### src/rtl/rangefinder_capture_pkg.sv
// Shared types and constants for the rangefinder sample capture block.
package rangefinder_capture_pkg;

  typedef enum logic [2:0] {
    StIdle     = 3'd0,
    StPrefill  = 3'd1,
    StWaitTrig = 3'd2,
    StPost     = 3'd3,
    StDone     = 3'd4
  } cap_state_e;

  localparam logic [1:0] RegCtrl    = 2'd0;
  localparam logic [1:0] RegStatus  = 2'd1;
  localparam logic [1:0] RegPostLen = 2'd2;
  localparam logic [1:0] RegTrigPtr = 2'd3;

  localparam int unsigned CtrlArm    = 0;
  localparam int unsigned CtrlAbort  = 1;
  localparam int unsigned CtrlIrqClr = 2;
  localparam int unsigned CtrlSwTrig = 3;

  // Post-trigger length is kept within 1..depth.
  function automatic logic [31:0] clamp_len(input logic [31:0] v, input logic [31:0] depth);
    if (v == 32'd0) return 32'd1;
    if (v > depth) return depth;
    return v;
  endfunction

endpackage

### src/rtl/rangefinder_sample_capture_if.sv
// Avalon-MM slave bundle for the rangefinder sample capture block.
interface rangefinder_sample_capture_if #(
  parameter int unsigned ADDR_W = 8
);
  logic [ADDR_W:0] avs_address;
  logic            avs_read;
  logic            avs_write;
  logic [31:0]     avs_writedata;
  logic [31:0]     avs_readdata;
  logic            avs_readdatavalid;

  modport slave (
    input  avs_address, avs_read, avs_write, avs_writedata,
    output avs_readdata, avs_readdatavalid
  );

  modport master (
    output avs_address, avs_read, avs_write, avs_writedata,
    input  avs_readdata, avs_readdatavalid
  );
endinterface

### src/rtl/rangefinder_capture_ram.sv
// Simple dual-port sample RAM: one write port, one registered read port.
module rangefinder_capture_ram #(
  parameter int unsigned DATA_W = 8,
  parameter int unsigned ADDR_W = 8
) (
  input  logic              clk,
  input  logic              we,
  input  logic [ADDR_W-1:0] waddr,
  input  logic [DATA_W-1:0] wdata,
  input  logic              re,
  input  logic [ADDR_W-1:0] raddr,
  output logic [DATA_W-1:0] rdata
);
  logic [DATA_W-1:0] mem [2**ADDR_W];

  always_ff @(posedge clk) begin
    if (we) mem[waddr] <= wdata;
    if (re) rdata <= mem[raddr];
  end
endmodule

### src/rtl/rangefinder_sample_capture.sv
// Circular ADC capture with pre/post-trigger split and rotated Avalon readout.
// Optional software trigger (CTRL bit3) built when RANGEFINDER_CAPTURE_SWTRIG_EN is defined.
module rangefinder_sample_capture
  import rangefinder_capture_pkg::*;
#(
  parameter int unsigned DATA_W       = 8,
  parameter int unsigned ADDR_W       = 8,
  parameter int unsigned POST_DEFAULT = 64
) (
  input  logic                         clk,
  input  logic                         reset_n,
  input  logic                         sample_valid,
  input  logic [DATA_W-1:0]            sample_data,
  input  logic                         trigger_in,
  rangefinder_sample_capture_if.slave  avs,
  output logic                         irq
);
  localparam int unsigned Depth    = 2**ADDR_W;
  localparam logic [ADDR_W:0] DepthLen = {1'b1, {ADDR_W{1'b0}}};
  localparam logic [ADDR_W:0] LenOne   = {{ADDR_W{1'b0}}, 1'b1};
  localparam logic [ADDR_W:0] PostRst  = ADDR_W'(POST_DEFAULT) | ((ADDR_W+1)'(POST_DEFAULT));

  cap_state_e        state_q, state_d;
  logic [ADDR_W-1:0] wr_ptr_q, wr_ptr_d, start_ptr_q, start_ptr_d, trig_ptr_q, trig_ptr_d;
  logic [ADDR_W:0]   post_len_q, post_len_d, pre_cnt_q, pre_cnt_d, post_cnt_q, post_cnt_d;
  logic              irq_q, irq_d, trig_prev_q, trig_prev_d;
  logic              trig_hit;

  logic reg_wr, ctrl_wr, arm, abort, irq_clr, post_len_wr;
  logic [31:0]       len_clamped;
  logic [ADDR_W:0]   pre_len;

  assign reg_wr      = avs.avs_write && !avs.avs_address[ADDR_W];
  assign ctrl_wr     = reg_wr && (avs.avs_address[1:0] == RegCtrl);
  assign arm         = ctrl_wr && avs.avs_writedata[CtrlArm];
  assign abort       = ctrl_wr && avs.avs_writedata[CtrlAbort];
  assign irq_clr     = ctrl_wr && avs.avs_writedata[CtrlIrqClr];
  assign post_len_wr = reg_wr && (avs.avs_address[1:0] == RegPostLen);
  assign len_clamped = clamp_len(avs.avs_writedata, 32'(Depth));
  assign pre_len     = DepthLen - post_len_q;

`ifdef RANGEFINDER_CAPTURE_SWTRIG_EN
  logic sw_pend_q, sw_pend_d;
  assign trig_hit  = (trigger_in && !trig_prev_q) || sw_pend_q;
  // Pending request survives until a valid sample consumes it or WAIT_TRIG is left.
  assign sw_pend_d = (state_d == StWaitTrig) &&
                     (sw_pend_q || (ctrl_wr && avs.avs_writedata[CtrlSwTrig] &&
                                    state_q == StWaitTrig));
  always_ff @(posedge clk or negedge reset_n) begin
    if (!reset_n) sw_pend_q <= 1'b0;
    else          sw_pend_q <= sw_pend_d;
  end
`else
  assign trig_hit = trigger_in && !trig_prev_q;
`endif

  logic ram_we;
  assign ram_we = sample_valid &&
                  (state_q == StPrefill || state_q == StWaitTrig || state_q == StPost);

  always_comb begin
    state_d     = state_q;
    wr_ptr_d    = wr_ptr_q;
    start_ptr_d = start_ptr_q;
    trig_ptr_d  = trig_ptr_q;
    post_len_d  = post_len_q;
    pre_cnt_d   = pre_cnt_q;
    post_cnt_d  = post_cnt_q;
    irq_d       = irq_q;
    trig_prev_d = sample_valid ? trigger_in : trig_prev_q;

    if (ram_we) wr_ptr_d = wr_ptr_q + 1'b1;
    if (irq_clr) irq_d = 1'b0;

    unique case (state_q)
      StIdle, StDone: begin
        if (post_len_wr) post_len_d = len_clamped[ADDR_W:0];
        if (arm) begin
          pre_cnt_d  = '0;
          post_cnt_d = '0;
          irq_d      = 1'b0;
          state_d    = (post_len_q == DepthLen) ? StWaitTrig : StPrefill;
        end
      end
      StPrefill: begin
        if (sample_valid) begin
          pre_cnt_d = pre_cnt_q + 1'b1;
          if (pre_cnt_q + 1'b1 == pre_len) state_d = StWaitTrig;
        end
      end
      StWaitTrig: begin
        if (sample_valid && trig_hit) begin
          trig_ptr_d = wr_ptr_q;
          post_cnt_d = LenOne;
          if (post_len_q == LenOne) begin
            state_d     = StDone;
            irq_d       = 1'b1;
            start_ptr_d = wr_ptr_q + 1'b1;
          end else begin
            state_d = StPost;
          end
        end
      end
      StPost: begin
        if (sample_valid) begin
          post_cnt_d = post_cnt_q + 1'b1;
          if (post_cnt_q + 1'b1 == post_len_q) begin
            state_d     = StDone;
            irq_d       = 1'b1;
            start_ptr_d = wr_ptr_q + 1'b1;
          end
        end
      end
      default: state_d = StIdle;
    endcase

    if (abort) begin
      state_d = StIdle;
      irq_d   = 1'b0;
    end
  end

  always_ff @(posedge clk or negedge reset_n) begin
    if (!reset_n) begin
      state_q     <= StIdle;
      wr_ptr_q    <= '0;
      start_ptr_q <= '0;
      trig_ptr_q  <= '0;
      post_len_q  <= PostRst;
      pre_cnt_q   <= '0;
      post_cnt_q  <= '0;
      irq_q       <= 1'b0;
      trig_prev_q <= 1'b0;
    end else begin
      state_q     <= state_d;
      wr_ptr_q    <= wr_ptr_d;
      start_ptr_q <= start_ptr_d;
      trig_ptr_q  <= trig_ptr_d;
      post_len_q  <= post_len_d;
      pre_cnt_q   <= pre_cnt_d;
      post_cnt_q  <= post_cnt_d;
      irq_q       <= irq_d;
      trig_prev_q <= trig_prev_d;
    end
  end

  assign irq = irq_q;

  // Read path: window reads rotate by start_ptr so word 0 is the oldest sample.
  logic              ram_re;
  logic [ADDR_W-1:0] rd_addr;
  logic [DATA_W-1:0] ram_rdata;
  logic [31:0]       reg_rdata_c, reg_rdata_q;
  logic              rdv_q, win_sel_q, win_ok_q;

  assign ram_re  = avs.avs_read && avs.avs_address[ADDR_W];
  assign rd_addr = start_ptr_q + avs.avs_address[ADDR_W-1:0];

  rangefinder_capture_ram #(
    .DATA_W(DATA_W),
    .ADDR_W(ADDR_W)
  ) u_ram (
    .clk  (clk),
    .we   (ram_we),
    .waddr(wr_ptr_q),
    .wdata(sample_data),
    .re   (ram_re),
    .raddr(rd_addr),
    .rdata(ram_rdata)
  );

  always_comb begin
    reg_rdata_c = '0;
    case (avs.avs_address[1:0])
      RegStatus:  reg_rdata_c = 32'({irq_q, state_q == StDone, state_q});
      RegPostLen: reg_rdata_c = 32'(post_len_q);
      RegTrigPtr: reg_rdata_c = 32'(trig_ptr_q);
      default:    reg_rdata_c = '0;
    endcase
  end

  always_ff @(posedge clk or negedge reset_n) begin
    if (!reset_n) begin
      rdv_q       <= 1'b0;
      win_sel_q   <= 1'b0;
      win_ok_q    <= 1'b0;
      reg_rdata_q <= '0;
    end else begin
      rdv_q <= avs.avs_read;
      if (avs.avs_read) begin
        win_sel_q   <= avs.avs_address[ADDR_W];
        win_ok_q    <= (state_q == StDone);
        reg_rdata_q <= reg_rdata_c;
      end
    end
  end

  assign avs.avs_readdatavalid = rdv_q;
  assign avs.avs_readdata      = win_sel_q ? (win_ok_q ? 32'(ram_rdata) : 32'd0) : reg_rdata_q;
endmodule

### src/flat_wrapper.sv
// flat-port wrapper written by rule: the top's interface ports become plain ports
module rangefinder_sample_capture_flat import rangefinder_capture_pkg::*;
#(
  parameter int unsigned DATA_W       = 8,
  parameter int unsigned ADDR_W       = 8,
  parameter int unsigned POST_DEFAULT = 64
)
  (clk, reset_n, sample_valid, sample_data, trigger_in, irq, avs_avs_address, avs_avs_read, avs_avs_write, avs_avs_writedata, avs_avs_readdata, avs_avs_readdatavalid);
  rangefinder_sample_capture_if #(.ADDR_W(ADDR_W)) avs_i ();
  input  logic clk;
  input  logic reset_n;
  input  logic sample_valid;
  input  logic [DATA_W-1:0] sample_data;
  input  logic trigger_in;
  output logic irq;
  input wire logic [$bits(avs_i.avs_address)-1:0] avs_avs_address;
  input wire logic [$bits(avs_i.avs_read)-1:0] avs_avs_read;
  input wire logic [$bits(avs_i.avs_write)-1:0] avs_avs_write;
  input wire logic [$bits(avs_i.avs_writedata)-1:0] avs_avs_writedata;
  output wire logic [$bits(avs_i.avs_readdata)-1:0] avs_avs_readdata;
  output wire logic [$bits(avs_i.avs_readdatavalid)-1:0] avs_avs_readdatavalid;
  assign avs_i.avs_address = avs_avs_address;
  assign avs_i.avs_read = avs_avs_read;
  assign avs_i.avs_write = avs_avs_write;
  assign avs_i.avs_writedata = avs_avs_writedata;
  assign avs_avs_readdata = avs_i.avs_readdata;
  assign avs_avs_readdatavalid = avs_i.avs_readdatavalid;
  rangefinder_sample_capture #(.DATA_W(DATA_W), .ADDR_W(ADDR_W), .POST_DEFAULT(POST_DEFAULT)) u_core (.clk(clk), .reset_n(reset_n), .sample_valid(sample_valid), .sample_data(sample_data), .trigger_in(trigger_in), .avs(avs_i), .irq(irq));
endmodule
### config.mk
export PLATFORM = sky130hd
export DESIGN_NAME = rangefinder_sample_capture_flat
export DESIGN_NICKNAME = d
export VERILOG_FILES = /design/src/rtl/rangefinder_capture_pkg.sv /design/src/rtl/rangefinder_sample_capture_if.sv /design/src/rtl/rangefinder_capture_ram.sv /design/src/rtl/rangefinder_sample_capture.sv /design/src/flat_wrapper.sv
export SDC_FILE = /design/constraint.sdc
export NUM_CORES = 2
export LEC_CHECK = 0
export CAP_MARGIN = 30
export CORE_UTILIZATION = 55
export DETAILED_ROUTE_END_ITERATION = 8
export GPL_TIMING_DRIVEN = 0
export PLACE_DENSITY = 0.8
export SKIP_LAST_GASP = 1
export SLEW_MARGIN = 20
export SYNTH_ARGS = -nofsm -noshare
export SYNTH_HDL_FRONTEND = slang
export SYNTH_SLANG_ARGS = --single-unit
export TNS_END_PERCENT = 50
### constraint.sdc
create_clock -name clk -period 3.1 [get_ports clk]
set_input_delay 0.465 -clock clk [delete_from_list [all_inputs] [get_ports clk]]
set_output_delay 0.465 -clock clk [all_outputs]
set_load 0.005 [all_outputs]
==> flow_summary.toml <==
[sta]
fin_crit_ns = 4.408
finClkSkew_ns = 0.06742
setup_violations = 601
grt_setup_unrepaired = "yes"
max_freq_mhz = 226.9
finalMaxSlewViolations = 0
slew_headroom = 0.2462
period_share = 1.422
fin_setup_tns_ns = -53.02
finalHoldViolations = 0
setup_slack_ns = -1.308
worst_pin_slew_ns = 1.127

[setup_path]
crit_fanout = 6
critPathLaunchType = "flip-flop"
worst_setup_path_end_kind = "flip-flop"
r2r-end = "u_core.u_ram.rdata[0]$_DFFE_PP_"
r2r_start = "u_core.start_ptr_q[0]$_DFFE_PN0P_"
cp.required_ns = 3.56
ff2ff_path_depth = 17
criticalPathCategory = "reg -> reg"
r2r_slack_ns = -1.31
crit_arrival_ns = 4.86

[route]
vias_per_cell = 7.038
drt_wl_total_um = 253700
drc = 19
num_vias = 48587
avgRoutedWirePerCell_um = 36.75
drt_pass1_iterations = 9
drtIter0Drc = 8242
ant_nets = 0

[min_path]
min_to = "u_core.u_ram.mem[92][0]$_DFFE_PP_"
min_from = "sample_data[0]"
holdPathStages = 1
hold_path.class = "in -> reg"

[placement]
place_hpwl_um = 157200
place.gp.congestion = 1.065
port_buffers = 64
place_area_um2 = 88880

[logic_synthesis]
syn_avg_cell_area_um2 = 19.70
yosysUniqueCellTypes = 86
ys_ff_latch = 2124
ys_async_sr_fraction = 0.03202
syn_inst = 4301
netlist_area_um2 = 84710
ys_seq_area_frac = 0.7489
synth-edff-count = 2056
ys.flop_type = "edfxtp_1"
yosys_warnings = 0

[run_status]
status = "finished, violations left"
failed_checks = "design-rule violations, negative setup slack"

[clocking]
clk_latency_ns = 0.86
clk_path_buf_depth = 3
cts_buffers = 196
cts-root-buf = "clkbuf_16"
cts.sinks = 2124
htreeDepth = 4
cts_tree = "yes"
clk_pin_slew_ns = 0.06

[global_route]
grtUsageTotal = 0.3182
grt_max_degree = 145
gr-total-overflow = 0
antenna_found_initial = 9
grt_pass1_vias = 47064
grt_pass1_wl_um = 344900

[floorplanning]
coreArea_um2 = 152400
num_rows = 143
die_w_um = 394.5
die_h_um = 394.5
start_util = 0.5557
dieArea_um2 = 155600
io_pins = 89

[power_and_ir_drop]
powerDensity_nw_per_um2 = 994.3
ir_drop_mv = 0.6760
power.leakage_uw = 0.03130

[layout]
final_cell_mix = "2056 x edfxtp_1, 550 x mux4_2, 257 x nand2_1, 210 x clkbuf_16, 175 x nor2_1"
nNetsFinal = 4765
regArea_um2 = 63440
finalInstanceArea_um2 = 98280
nFillCells = 9455
drive_gt1_frac = 0.2984
areaGrowthSynthToFinish_pct = 16.02
multi_input_area_um2 = 21340
layout_commonest_cell = "edfxtp_1"

[job]
maxCapViolCount = 0
-- where the power goes --
part,internal (uW),total (uW),switching [uW]
combinational,15600,41300,25700
sequential,32000,32300,313
clock,13100,24100,11000
total,60700,97700,37000
-- layout make-up --
cell class / instances / area share
clock inverters: 133 / 0.01208
repair buffers: 174 / 0.02153
well taps: 2030 / 0.02584
clock buffers: 231 / 0.05209
diodes: 15 / 0.0003819
flip-flops and latches: 2124 / 0.6455
inverters: 22 / 0.0008402
multi-input cells: 1892 / 0.2171
plain buffers: 283 / 0.02461
-- state kept, by name (all words and copies together), names as in the netlist --
name,count
u_core.trig_ptr_q,8
u_core.win_sel_q,1
u_core.u_ram.rdata,8
u_core.post_len_q,9
u_core.state_q,3
u_core.avs.avs_readdatavalid,1
u_core.start_ptr_q,8
u_core.win_ok_q,1
u_core.irq,1
u_core.reg_rdata_q,9
u_core.wr_ptr_q,8
u_core.pre_cnt_q,9
u_core.post_cnt_q,9
u_core.u_ram.mem,2048
u_core.trig_prev_q,1
-- metal layers --
| layer | wire (um) | part of all wire | GRT usage | up-vias |
|---|---|---|---|---|
| li1 | - | - | - | 18360 |
| met1 | 81860 | 0.32 | 0.3993 | 24603 |
| met2 | 115400 | 0.45 | 0.4772 | 4579 |
| met3 | 38100 | 0.15 | 0.1168 | 1033 |
| met4 | 18160 | 0.072 | 0.1892 | 12 |
| met5 | 186 | 0.00073 | 0.001539 | - |
-- timing repair --
action / 4_1_cts / 5_1_grt
hold buffers: 2 / 0
cloned: 1 / 4
pin swaps: 19 / 29
endpoints found under the setup margin: 1953 / 1386
gates resized for setup: 492 / 168
setup buffers: 21 / 33
endpoints found under the hold margin: 103 / 0
-- metrics by stage --
stage          power, uW    util  hold slack (ns)  std cells  setup WS (ns)
2_1_floorplan      52820       -           0.1694       4323        0.01829
3_3_place_gp       66380  0.5783           0.4627       6417         -6.043
3_5_place_dp       66830  0.5831           0.3453       6454         -2.725
4_1_cts            93270  0.6374          0.01446       6841         -1.038
5_1_grt            98480  0.6445          0.01863       6889         -1.168
6_report           97720  0.6447          0.02241       6904         -1.308
-- synth_stat cells, types with 16 or more instances --
cell type  number  area, um2
clkbuf_1      147      551.8
dfrtp_1        67       1677
ha_1           16      200.2
nand2_1       263      987.2
a21oi_1        44      220.2
nand3_1        77      385.4
edfxtp_1     2056      61740
inv_1          22      82.58
nor2b_1        24      150.1
mux2i_1        55      550.5
buf_2          63      315.3
o211ai_1       17      127.6
mux4_2        550      12390
buf_1          17      63.81
o22ai_1        26      162.7
o21ai_0        91      455.4
nor3_1         21      105.1
xnor2_1        33      289.0
buf_4          49      367.9
a211oi_1       40      300.3
and3_1         33      206.5
a22o_1         16      140.1
nand4_1        39      244.0
nor2_1        330       1239
nor4_1         18      112.6
-- worst max-delay path by stage --
| stage | cells past startpoint | to | from | slack (ns) |
|---|---|---|---|---|
| 2_1_floorplan | 10 | u_core.u_ram.rdata[6]$_DFFE_PP_ | avs_avs_address[0] | 0.02 |
| 3_3_place_gp | 1 | u_core.u_ram.mem[90][3]$_DFFE_PP_ | sample_data[3] | -6.04 |
| 3_5_place_dp | 10 | u_core.u_ram.rdata[3]$_DFFE_PP_ | avs_avs_address[0] | -2.72 |
| 4_1_cts | 10 | u_core.u_ram.rdata[3]$_DFFE_PP_ | u_core.start_ptr_q[0]$_DFFE_PN0P_ | -1.04 |
| 5_1_grt | 17 | u_core.u_ram.rdata[2]$_DFFE_PP_ | u_core.start_ptr_q[0]$_DFFE_PN0P_ | -1.17 |
| 6_report | 17 | u_core.u_ram.rdata[0]$_DFFE_PP_ | u_core.start_ptr_q[0]$_DFFE_PN0P_ | -1.31 |
-- critical path, cell delays in order, from the launching register on --
cell	delay (ns)
dfrtp_1	0.42
ha_4	0.19
fa_2	0.64
buf_12	0.15
clkbuf_16	0.14
buf_6	0.09
buf_12	0.14
buf_16	0.15
buf_12	0.14
buf_4	0.13
clkbuf_16	0.14
mux4_2	0.29
nand2_1	0.09
nand4_1	0.20
o21ai_2	0.21
o22ai_1	0.16
o211ai_1	0.28
nand4_1	0.41
-- logic make-up after synthesis --
group / share of synthesized area
flip-flops: 0.7489
adder cells (fa/ha/maj): 0.002599
multiplexers: 0.1544
AND/OR/NAND/NOR: 0.04534
buffers and inverters: 0.01753
AO/OA/AOI/OAI: 0.02563
other: 0.00004427
XOR/XNOR: 0.005494
Note: power is estimated with default switching activity, not from simulation.
